**config.mk**
```make
export PLATFORM = sky130hd
export DESIGN_NAME = neuron_mac_sequencer_flat
export DESIGN_NICKNAME = d
export VERILOG_FILES = /design/src/rtl/neuron_mac_sequencer_if.sv /design/src/rtl/neuron_mac_sequencer.sv /design/src/flat_wrapper.sv
export SDC_FILE = /design/constraint.sdc
export NUM_CORES = 1
export LEC_CHECK = 0
export CAP_MARGIN = 15
export CORE_MARGIN = 2
export CORE_UTILIZATION = 35
export CTS_CLUSTER_SIZE = 40
export DETAILED_ROUTE_END_ITERATION = 6
export PLACE_DENSITY_LB_ADDON = 0.3
export RECOVER_POWER = 50
export SYNTH_ARGS = -nofsm -noshare
export SYNTH_HDL_FRONTEND = slang
export SYNTH_SLANG_ARGS = --single-unit
```
**constraint.sdc**
```tcl
create_clock -name clk -period 3.5 [get_ports clk]
set_input_delay 0.525 -clock clk [delete_from_list [all_inputs] [get_ports clk]]
set_output_delay 0.525 -clock clk [all_outputs]
set_load 0.01 [all_outputs]
```
**src/rtl/neuron_mac_sequencer_if.sv**
```systemverilog
// Bundle of neuron sequencer signals: control, dual BRAM read ports and output handshake.
// master = sequencer side, slave = the BRAMs plus upstream/downstream logic.
interface neuron_mac_sequencer_if #(
    parameter int AW = 5,
    parameter int DW = 16
) ();
    logic          start;
    logic [DW-1:0] bias;
    logic          busy;
    logic [AW-1:0] w_addr;
    logic          w_en;
    logic          w_we;
    logic [DW-1:0] w_do;
    logic [AW-1:0] x_addr;
    logic          x_en;
    logic [DW-1:0] x_do;
    logic [DW-1:0] y;
    logic          y_valid;
    logic          y_ready;

    modport master (
        input  start, bias, w_do, x_do, y_ready,
        output busy, w_addr, w_en, w_we, x_addr, x_en, y, y_valid
    );

    modport slave (
        output start, bias, w_do, x_do, y_ready,
        input  busy, w_addr, w_en, w_we, x_addr, x_en, y, y_valid
    );
endinterface

```
**src/rtl/neuron_mac_sequencer.sv**
```systemverilog
// One neuron: sweeps weight/feature BRAMs, 2-stage MAC, then bias, saturate and optional ReLU.
//   state    | meaning
//   S_IDLE   | waiting for start
//   S_FETCH  | addresses 0..N_IN-1 issued, products captured and accumulated
//   S_DRAIN  | last product folded into the accumulator
//   S_FINISH | bias add, scale, saturate, activation into y
//   S_OUT    | y_valid held until y_ready
module neuron_mac_sequencer #(
    parameter int N_IN  = 28,
    parameter int AW    = 5,
    parameter int DW    = 16,
    parameter int FRAC  = 8,
    parameter int ACC_W = 40,
    parameter bit RELU  = 1'b1
) (
    input logic                    clk,
    input logic                    rst,
    neuron_mac_sequencer_if.master bus
);
    typedef enum logic [2:0] {S_IDLE, S_FETCH, S_DRAIN, S_FINISH, S_OUT} state_t;

    localparam logic signed [ACC_W-1:0] Y_MAX = ACC_W'((64'sd1 <<< (DW-1)) - 64'sd1);
    localparam logic signed [ACC_W-1:0] Y_MIN = ~Y_MAX;

    state_t                    state, state_nxt;
    logic [AW-1:0]             addr;
    logic                      en;
    logic signed [DW-1:0]      bias_q;
    logic signed [2*DW-1:0]    prod;
    logic                      pvalid;
    logic signed [ACC_W-1:0]   acc;
    logic [DW-1:0]             y_q;
    logic                      y_valid_q;
    logic                      busy_q;

    logic                      last_fetch;
    logic signed [2*DW-1:0]    w_ext, x_ext, prod_nxt;
    logic signed [ACC_W-1:0]   prod_ext, bias_ext, sum_full, shifted;
    logic [DW-1:0]             y_sat, y_fin;

    assign last_fetch  = (addr == AW'(N_IN-1));

    assign bus.w_addr  = addr;
    assign bus.x_addr  = addr;
    assign bus.w_en    = en;
    assign bus.x_en    = en;
    assign bus.w_we    = 1'b0;
    assign bus.y       = y_q;
    assign bus.y_valid = y_valid_q;
    assign bus.busy    = busy_q;

    always_comb begin
        w_ext    = {{DW{bus.w_do[DW-1]}}, bus.w_do};
        x_ext    = {{DW{bus.x_do[DW-1]}}, bus.x_do};
        prod_nxt = w_ext * x_ext;
        prod_ext = {{(ACC_W-2*DW){prod[2*DW-1]}}, prod};
        bias_ext = {{(ACC_W-DW){bias_q[DW-1]}}, bias_q};
        sum_full = acc + (bias_ext <<< FRAC);
        // arithmetic shift: drops fraction rounding toward -inf
        shifted  = sum_full >>> FRAC;
        if (shifted > Y_MAX) begin
            y_sat = {1'b0, {(DW-1){1'b1}}};
        end else if (shifted < Y_MIN) begin
            y_sat = {1'b1, {(DW-1){1'b0}}};
        end else begin
            y_sat = shifted[DW-1:0];
        end
        if (RELU && y_sat[DW-1]) begin
            y_fin = '0;
        end else begin
            y_fin = y_sat;
        end
    end

    always_ff @(posedge clk or posedge rst) begin
        if (rst) begin
            state <= S_IDLE;
        end else begin
            state <= state_nxt;
        end
    end

    always_comb begin
        state_nxt = state;
        case (state)
            S_IDLE:   if (bus.start) state_nxt = S_FETCH;
            S_FETCH:  if (last_fetch) state_nxt = S_DRAIN;
            S_DRAIN:  state_nxt = S_FINISH;
            S_FINISH: state_nxt = S_OUT;
            S_OUT:    if (bus.y_ready) state_nxt = S_IDLE;
            default:  state_nxt = S_IDLE;
        endcase
    end

    always_ff @(posedge clk or posedge rst) begin
        if (rst) begin
            addr      <= '0;
            en        <= 1'b0;
            bias_q    <= '0;
            prod      <= '0;
            pvalid    <= 1'b0;
            acc       <= '0;
            y_q       <= '0;
            y_valid_q <= 1'b0;
            busy_q    <= 1'b0;
        end else begin
            case (state)
                S_IDLE: begin
                    if (bus.start) begin
                        acc    <= '0;
                        bias_q <= bus.bias;
                        addr   <= '0;
                        en     <= 1'b1;
                        busy_q <= 1'b1;
                    end
                end
                S_FETCH: begin
                    prod   <= prod_nxt;
                    pvalid <= 1'b1;
                    if (pvalid) acc <= acc + prod_ext;
                    if (last_fetch) begin
                        en   <= 1'b0;
                        addr <= '0;
                    end else begin
                        addr <= addr + AW'(1);
                    end
                end
                S_DRAIN: begin
                    acc    <= acc + prod_ext;
                    pvalid <= 1'b0;
                end
                S_FINISH: begin
                    y_q       <= y_fin;
                    y_valid_q <= 1'b1;
                end
                S_OUT: begin
                    if (bus.y_ready) begin
                        y_valid_q <= 1'b0;
                        busy_q    <= 1'b0;
                    end
                end
                default: ;
            endcase
        end
    end
endmodule

```
**src/flat_wrapper.sv**
```systemverilog
// flat-port wrapper written by rule: the top's interface ports become plain ports
module neuron_mac_sequencer_flat 
#(
    parameter int N_IN  = 28,
    parameter int AW    = 5,
    parameter int DW    = 16,
    parameter int FRAC  = 8,
    parameter int ACC_W = 40,
    parameter bit RELU  = 1'b1
)
  (clk, rst, bus_start, bus_bias, bus_w_do, bus_x_do, bus_y_ready, bus_busy, bus_w_addr, bus_w_en, bus_w_we, bus_x_addr, bus_x_en, bus_y, bus_y_valid);
  neuron_mac_sequencer_if #(.AW(AW), .DW(DW)) bus_i ();
  input logic clk;
  input logic rst;
  input wire logic [$bits(bus_i.start)-1:0] bus_start;
  input wire logic [$bits(bus_i.bias)-1:0] bus_bias;
  input wire logic [$bits(bus_i.w_do)-1:0] bus_w_do;
  input wire logic [$bits(bus_i.x_do)-1:0] bus_x_do;
  input wire logic [$bits(bus_i.y_ready)-1:0] bus_y_ready;
  output wire logic [$bits(bus_i.busy)-1:0] bus_busy;
  output wire logic [$bits(bus_i.w_addr)-1:0] bus_w_addr;
  output wire logic [$bits(bus_i.w_en)-1:0] bus_w_en;
  output wire logic [$bits(bus_i.w_we)-1:0] bus_w_we;
  output wire logic [$bits(bus_i.x_addr)-1:0] bus_x_addr;
  output wire logic [$bits(bus_i.x_en)-1:0] bus_x_en;
  output wire logic [$bits(bus_i.y)-1:0] bus_y;
  output wire logic [$bits(bus_i.y_valid)-1:0] bus_y_valid;
  assign bus_i.start = bus_start;
  assign bus_i.bias = bus_bias;
  assign bus_i.w_do = bus_w_do;
  assign bus_i.x_do = bus_x_do;
  assign bus_i.y_ready = bus_y_ready;
  assign bus_busy = bus_i.busy;
  assign bus_w_addr = bus_i.w_addr;
  assign bus_w_en = bus_i.w_en;
  assign bus_w_we = bus_i.w_we;
  assign bus_x_addr = bus_i.x_addr;
  assign bus_x_en = bus_i.x_en;
  assign bus_y = bus_i.y;
  assign bus_y_valid = bus_i.y_valid;
  neuron_mac_sequencer #(.N_IN(N_IN), .AW(AW), .DW(DW), .FRAC(FRAC), .ACC_W(ACC_W), .RELU(RELU)) u_core (.clk(clk), .rst(rst), .bus(bus_i));
endmodule
```
==> impl_metrics.env, run 1 <==
export IMPL_synth_area_top_cells="fa_1 29%, dfrtp_1 16%, ha_1 11%, inv_1 6.7%, nand2_1 5.1%"
export IMPL_synth_top_family_by_area="adder cells"
export IMPL_n_fill_cell=4710
export IMPL_synthSimpleGateAreaFrac=0.1506
export IMPL_drive_gt1_frac=0.2711
export IMPL_fin_skew_ns=0.007447
export IMPL_synth_cell_types=84
export IMPL_synth_ff_type="dfrtp_1"
export IMPL_max_clock_freq_ghz=0.1681
export IMPL_yosysSeqAreaShare=0.1604
export IMPL_cp_end_kind="flop"
export IMPL_num_rows=82
export IMPL_synth_avg_cell_area_um2=9.017
export IMPL_synthCells=1990
export IMPL_placement_io_buffers=80
export IMPL_ant_nets=0
export IMPL_ys_ff_latch=115
export IMPL_syn_to_final_growth_pct=31.00
export IMPL_hpwl_um=36070
export IMPL_core_area_um2=50380
export IMPL_fp_dieW_um=230.4
export IMPL_outcome="complete, but fails checks"
export IMPL_clock_root_buffer="clkbuf_16"
export IMPL_die_h_um=230.4
export IMPL_hold_viol_final=0
export IMPL_critical_path_max_stage_delay_ns=0.54
export IMPL_grt_max_degree=68
export IMPL_synth_mux_area_frac=0.01171
export IMPL_synthesis_area_um2=17940
export IMPL_synth_top_cells_by_count="321 x inv_1, 264 x fa_1, 245 x nand2_1"
export IMPL_rsz0062_at_grt="yes"
export IMPL_drt_wirelength_per_cell_um=15.18
export IMPL_synth_most_common_cell="inv_1"
export IMPL_worstPathMaxFanout=4
export IMPL_grt_usage=0.1723
export IMPL_cp_cell_sequence="buf_2 -> buf_6 -> buf_4 -> buf_4 -> nand2_1 -> fa_1 -> fa_2 -> fa_1 -> fa_1 -> inv_1 -> fa_1 -> inv_1 -> fa_1 -> inv_2 -> ha_4 -> nand4_1 -> nor2_2 -> or3b_4 -> a221oi_4 -> a41o_1 -> nor4_4 -> o41ai_2 -> xnor2_1 -> o21ai_1"
export IMPL_io_pins=83
export IMPL_worstSetupPathType="primary input to flop"
export IMPL_synth_xor_area_frac=0.04344
export IMPL_antenna_found_initial=0
export IMPL_synth_top_area_cell="fa_1"
export IMPL_diodes=0
export IMPL_min_period_ns=5.949
export IMPL_synth_fa_ha_area_frac=0.4012
export IMPL_die_area_um2=53100
export IMPL_setup_viol=26
export IMPL_max_cap_violations=1
export IMPL_max_slew_margin=-0.1319
export IMPL_cts_buffer_depth=2
export IMPL_violations="capacitance limit, slew limit, setup timing"
export IMPL_gp_congestion=0.8743
export IMPL_slowest_stage="fa_1"
export IMPL_cts_clk_slew_worst_paths_ns=0.06
export IMPL_setup_tns_ns=-46.64
export IMPL_cts_tree="yes"
export IMPL_hold_path_class="flop to flop"
export IMPL_grt_pass1_wl_um=75740
export IMPL_path_common_cell="fa_1"
export IMPL_async_flop_share=1.000
export IMPL_startpoint_type="primary input"
export IMPL_vias_per_cell=4.902
export IMPL_worst_pin_slew_ns=1.689
export IMPL_cp_data_required_time_ns=3.81
export IMPL_grt_pass1_vias=15063
export IMPL_fin_crit_sh=1.700
export IMPL_drt_iter0_drc=716
export IMPL_cp_arrival_ns=6.26
export IMPL_totalWireLength_um=45590
export IMPL_ys_warn_count=0
export IMPL_cts_sinks=115
export IMPL_yosysTopAreaCellShare=0.2945
export IMPL_clk_latency_ns=0.43
export IMPL_cts_buffers=17
export IMPL_grt_overflow=0
export IMPL_synth_edf_count=0
export IMPL_htreeDepth=4
export IMPL_synth_compound_area_share=0.1471
export IMPL_dr_total_vias=14722
export IMPL_firstDrtPassIters=5
export IMPL_fin_nets=2787
export IMPL_finalMaxSlewViolations=39
export IMPL_start_util=0.3562
export IMPL_drc_errors=0
export IMPL_setup_slack_ns=-2.449
==> metal layers <==
metal  wire length [um]  up-vias  GRT usage
met5                  0        -          0
met3               1673       53    0.01853
met2              20990      285     0.2787
met4                896        0    0.04113
li1                   -     7160          -
met1              22030     7224     0.2473
==> path summary, 6_finish.rpt <==
| path | slack [ns] | from | cells past startpoint | end |
|---|---|---|---|---|
| min reg2reg | 0.47 | u_core.prod[0]$_DFFE_PP0P_ | 2 | u_core.prod[0]$_DFFE_PP0P_ |
| min | 0.47 | u_core.prod[0]$_DFFE_PP0P_ | 2 | u_core.prod[0]$_DFFE_PP0P_ |
| max | -2.45 | bus_w_do[12] | 24 | u_core.prod[30]$_DFFE_PP0P_ |
| max reg2reg | 0.11 | u_core.bias_q[15]$_DFFE_PP0P_ | 13 | u_core.bus.y[14]$_DFFE_PP0P_ |
| min in group asynchronous | 0.96 | rst | 2 | u_core.prod[1]$_DFFE_PP0P_ |
| max in group asynchronous | 0.81 | rst | 3 | u_core.bias_q[15]$_DFFE_PP0P_ |
==> metrics by stage <==
step           setup slack, ns  cell area [um2]  cells  hold WS, ns    util
6_report                -2.449            23510   3003       0.4725  0.4666
4_1_cts                 -2.527            23060   2987       0.4778  0.4578
3_3_place_gp            -3.223            21400   2892       0.4688  0.4248
3_5_place_dp            -3.335            21400   2892       0.4653  0.4248
5_1_grt                 -2.654            23510   3003       0.5080  0.4666
2_1_floorplan           -2.486            18530   1991       0.4428       -
==> logic make-up (layout without fill, tap and decap cells) <==
group | count (synthesis) | after routing
simple gates | 560 | 560
fa+ha+maj | 417 | 417
compound gates | 395 | 395
buf+inv | 394 | 734
flops | 115 | 115
xor+xnor | 89 | 89
mux | 19 | 19
other cells | 1 | 2
==> registers in the layout (all words and copies together), names as in the netlist <==
name,flops
u_core.bus.busy,1
u_core.pvalid,1
u_core.state,3
u_core.acc,40
u_core.prod,32
u_core.bus.w_en,1
u_core.bus.w_addr,5
u_core.bias_q,16
u_core.bus.y,15
u_core.bus.y_valid,1
==> layout by cell type (no fill, tap or decap), types with 23 or more instances in the layout <==
master / netlist / routed
fa_1: 264 / 241
and2_4: 0 / 39
ha_4: 0 / 26
a21o_1: 45 / 45
nor2_1: 71 / 64
and2_1: 126 / 87
nand2_1: 245 / 233
a21oi_2: 0 / 25
fa_2: 0 / 23
xnor2_1: 55 / 48
xor2_1: 34 / 34
inv_1: 321 / 280
dfrtp_1: 115 / 113
o21ai_1: 7 / 34
ha_1: 153 / 120
inv_2: 0 / 38
o21ai_0: 109 / 76
a21oi_1: 95 / 69
clkdlybuf4s50_1: 0 / 48
buf_4: 8 / 243
buf_6: 2 / 42
==> final cells by class <==
type,count,area (um2),share of cell area
clock buffer,21,460.4,0.01959
clock inverter,11,176.4,0.007505
inverter,321,1211,0.05152
tap,672,840.8,0.03577
multi-input combinational,1482,14570,0.6198
sequential,115,2880,0.1225
timing repair buffer,381,3369,0.1433
==> critical path, delay by kind of cell <==
| family | cells | cell delay (ns) |
|---|---|---|
| adder cells (fa/ha/maj) | 7 | 3.17 |
| buffers and inverters | 7 | 0.69 |
| AO/OA/AOI/OAI | 4 | 0.93 |
| XOR/XNOR | 1 | 0.16 |
| AND/OR/NAND/NOR | 5 | 0.79 |
==> repair_timing <==
action,4_1_cts,5_1_grt
setup buffers,59,26
setup endpoints to repair,47,52
gates cloned,5,0
hold buffers,0,0
resized for setup,247,133
pin swaps,114,120
Power of run 1 is left out: the tool's default activity adds up to more than one toggle a clock period on the data nets, which glitch-free logic cannot reach.
==> run 2, diff against run 1 <==
--- a/config.mk
+++ b/config.mk
@@ -10,8 +10,10 @@
 export CORE_UTILIZATION = 35
 export CTS_CLUSTER_SIZE = 40
 export DETAILED_ROUTE_END_ITERATION = 6
+export HOLD_SLACK_MARGIN = 0.05
 export PLACE_DENSITY_LB_ADDON = 0.3
 export RECOVER_POWER = 50
+export SKIP_LAST_GASP = 1
 export SYNTH_ARGS = -nofsm -noshare
 export SYNTH_HDL_FRONTEND = slang
 export SYNTH_SLANG_ARGS = --single-unit
==> impl_metrics.env, run 2 (same netlist as run 1, synthesis figures left out) <==
export IMPL_grt_overflow=0
export IMPL_regMostFlops="u_core.acc"
export IMPL_num_rows=82
export IMPL_totalWireLength_um=45290
export IMPL_setup_viol=26
export IMPL_start_util=0.3562
export IMPL_ant_nets=0
export IMPL_die_h_um=230.4
export IMPL_die_area_um2=53100
export IMPL_drive_gt1_frac=0.2726
export IMPL_n_fill_cell=4711
export IMPL_firstDrtPassIters=5
export IMPL_diodes=0
export IMPL_htreeDepth=4
export IMPL_worst_pin_slew_ns=1.676
export IMPL_antenna_found_initial=0
export IMPL_drc_errors=0
export IMPL_rsz0062_at_grt="yes"
export IMPL_placed_area_um2=21400
export IMPL_max_cap_violations=1
export IMPL_rr_worst_depth=13
export IMPL_r2r_end="u_core.bus.y[14]$_DFFE_PP0P_"
export IMPL_cp_cell_sequence="buf_8 -> buf_12 -> and2_4 -> fa_1 -> inv_2 -> fa_2 -> fa_2 -> inv_2 -> fa_2 -> fa_1 -> inv_1 -> fa_1 -> inv_2 -> ha_4 -> nand4_1 -> nor2_2 -> or3b_4 -> a221oi_4 -> a41o_1 -> nor4_4 -> buf_4 -> nor3_4 -> xnor2_1 -> o21ai_1"
export IMPL_worstPathMaxFanout=4
export IMPL_cts_tree="yes"
export IMPL_most_common_layout_cells="270 x inv_1, 243 x fa_1, 241 x buf_4"
export IMPL_startpoint_type="primary input"
export IMPL_syn_to_final_growth_pct=30.92
export IMPL_crit_reg2reg_launch="u_core.bias_q[15]$_DFFE_PP0P_"
export IMPL_reg_top3="u_core.acc (40), u_core.prod (32), u_core.bias_q (16)"
export IMPL_cp_data_required_time_ns=3.82
export IMPL_grt_pass1_vias=15066
export IMPL_cts_sinks=115
export IMPL_slowest_stage="fa_2"
export IMPL_crit_path_end="u_core.prod[28]$_DFFE_PP0P_"
export IMPL_reg2reg_slack_ns=0.12
export IMPL_cp_arrival_ns=6.29
export IMPL_outcome="complete, but fails checks"
export IMPL_layout_commonest_cell="inv_1"
export IMPL_whs_ns=0.4724
export IMPL_cp_end_kind="flop"
export IMPL_clock_root_buffer="clkbuf_16"
export IMPL_core_area_um2=50380
export IMPL_fin_skew_ns=0.009096
export IMPL_clk_latency_ns=0.43
export IMPL_startpoint="bus_x_do[4]"
export IMPL_fp_dieW_um=230.4
export IMPL_violations="capacitance limit, slew limit, setup timing"
export IMPL_hold_viol_final=0
export IMPL_cp_top_family="adder cells"
export IMPL_cts_clk_slew_worst_paths_ns=0.06
export IMPL_cts_buffers=17
export IMPL_critical_path_max_stage_delay_ns=0.58
export IMPL_cts_buffer_depth=2
export IMPL_vias_per_cell=4.925
export IMPL_final_cell_area_um2=23490
export IMPL_max_slew_margin=-0.1233
export IMPL_grt_pass1_wl_um=75770
export IMPL_min_period_ns=5.974
export IMPL_finalMaxSlewViolations=39
export IMPL_cp_depth=24
export IMPL_worstSetupPathType="primary input to flop"
export IMPL_hold_path_class="flop to flop"
export IMPL_fin_nets=2785
export IMPL_place_ws_ns=-3.335
export IMPL_crit_buf_inv=7
export IMPL_drt_iter0_drc=740
export IMPL_grt_usage=0.1723
export IMPL_largest_register_ff_count=40
export IMPL_placement_io_buffers=80
export IMPL_fin_crit_sh=1.707
export IMPL_grt_max_degree=68
export IMPL_io_pins=83
export IMPL_drt_wirelength_per_cell_um=15.09
export IMPL_max_clock_freq_ghz=0.1674
export IMPL_setup_slack_ns=-2.474
export IMPL_dr_total_vias=14780
export IMPL_gp_congestion=0.8743
export IMPL_hpwl_um=36070
-- run 2: cell count changes in the layout (fill, tap and decap cells not counted), moves of 3 or more --
cell / delta
inv_2: +9
nand2_1: -3
o21ai_0: +3
inv_1: -10
clkbuf_2: -3
clkdlybuf4s15_1: +3
buf_6: +4
-- run 2: cell type report --
type                    instances  area [um2]  share of cell area
well taps                     672       840.8             0.03579
clock buffers                  21       460.4             0.01960
repair buffers                379        3353              0.1427
clock inverters                11       176.4            0.007510
inverters                     321        1214             0.05166
flip-flops and latches        115        2880              0.1226
multi-input cells            1482       14570              0.6201
-- run 2: stage by stage --
stage / cells / setup TNS, ns / util
floorplan: 1991 / -43.55 / -
global placement: 2892 / -69.12 / 0.4248
detailed placement: 2892 / -71.12 / 0.4248
CTS: 2987 / -47.59 / 0.4572
global route: 3001 / -51.23 / 0.4663
finish: 3001 / -46.46 / 0.4663
-- run 2: worst min-delay path by stage --
| stage | startpoint | end | cells past startpoint |
|---|---|---|---|
| after floorplan | u_core.prod[0]$_DFFE_PP0P_ | u_core.prod[0]$_DFFE_PP0P_ | 2 |
| after global placement | u_core.prod[0]$_DFFE_PP0P_ | u_core.prod[0]$_DFFE_PP0P_ | 2 |
| after detailed placement | u_core.prod[0]$_DFFE_PP0P_ | u_core.prod[0]$_DFFE_PP0P_ | 2 |
| after CTS | u_core.prod[0]$_DFFE_PP0P_ | u_core.prod[0]$_DFFE_PP0P_ | 2 |
| after global routing | u_core.prod[0]$_DFFE_PP0P_ | u_core.prod[0]$_DFFE_PP0P_ | 2 |
| final | u_core.prod[0]$_DFFE_PP0P_ | u_core.prod[0]$_DFFE_PP0P_ | 2 |
-- run 2: what timing repair did --
item / in CTS / in global routing
hold buffers: 0 / 0
buffers inserted: 59 / 23
pin swaps: 114 / 110
cloned: 5 / 0
endpoints found under the setup margin: 47 / 52
resized for setup: 238 / 150
-- run 2: metal layers --
layer  share of wire  GRT usage
met1            0.49     0.2476
met2            0.46     0.2786
met3           0.036    0.01853
met4           0.019    0.04113
met5               0          0
-- run 2: worst register-to-register path, stage by stage, from the launching register on --
cell	delay [ns]
dfrtp_2	0.49
buf_4	0.18
ha_1	0.30
a21o_1	0.17
a21o_1	0.22
a2111oi_4	0.36
o31ai_1	0.13
a22oi_2	0.22
nand2b_1	0.12
xor2_1	0.19
nor4_4	0.34
a21boi_4	0.10
buf_12	0.15
a221o_2	0.31
Power of run 2 is left out for the same reason.
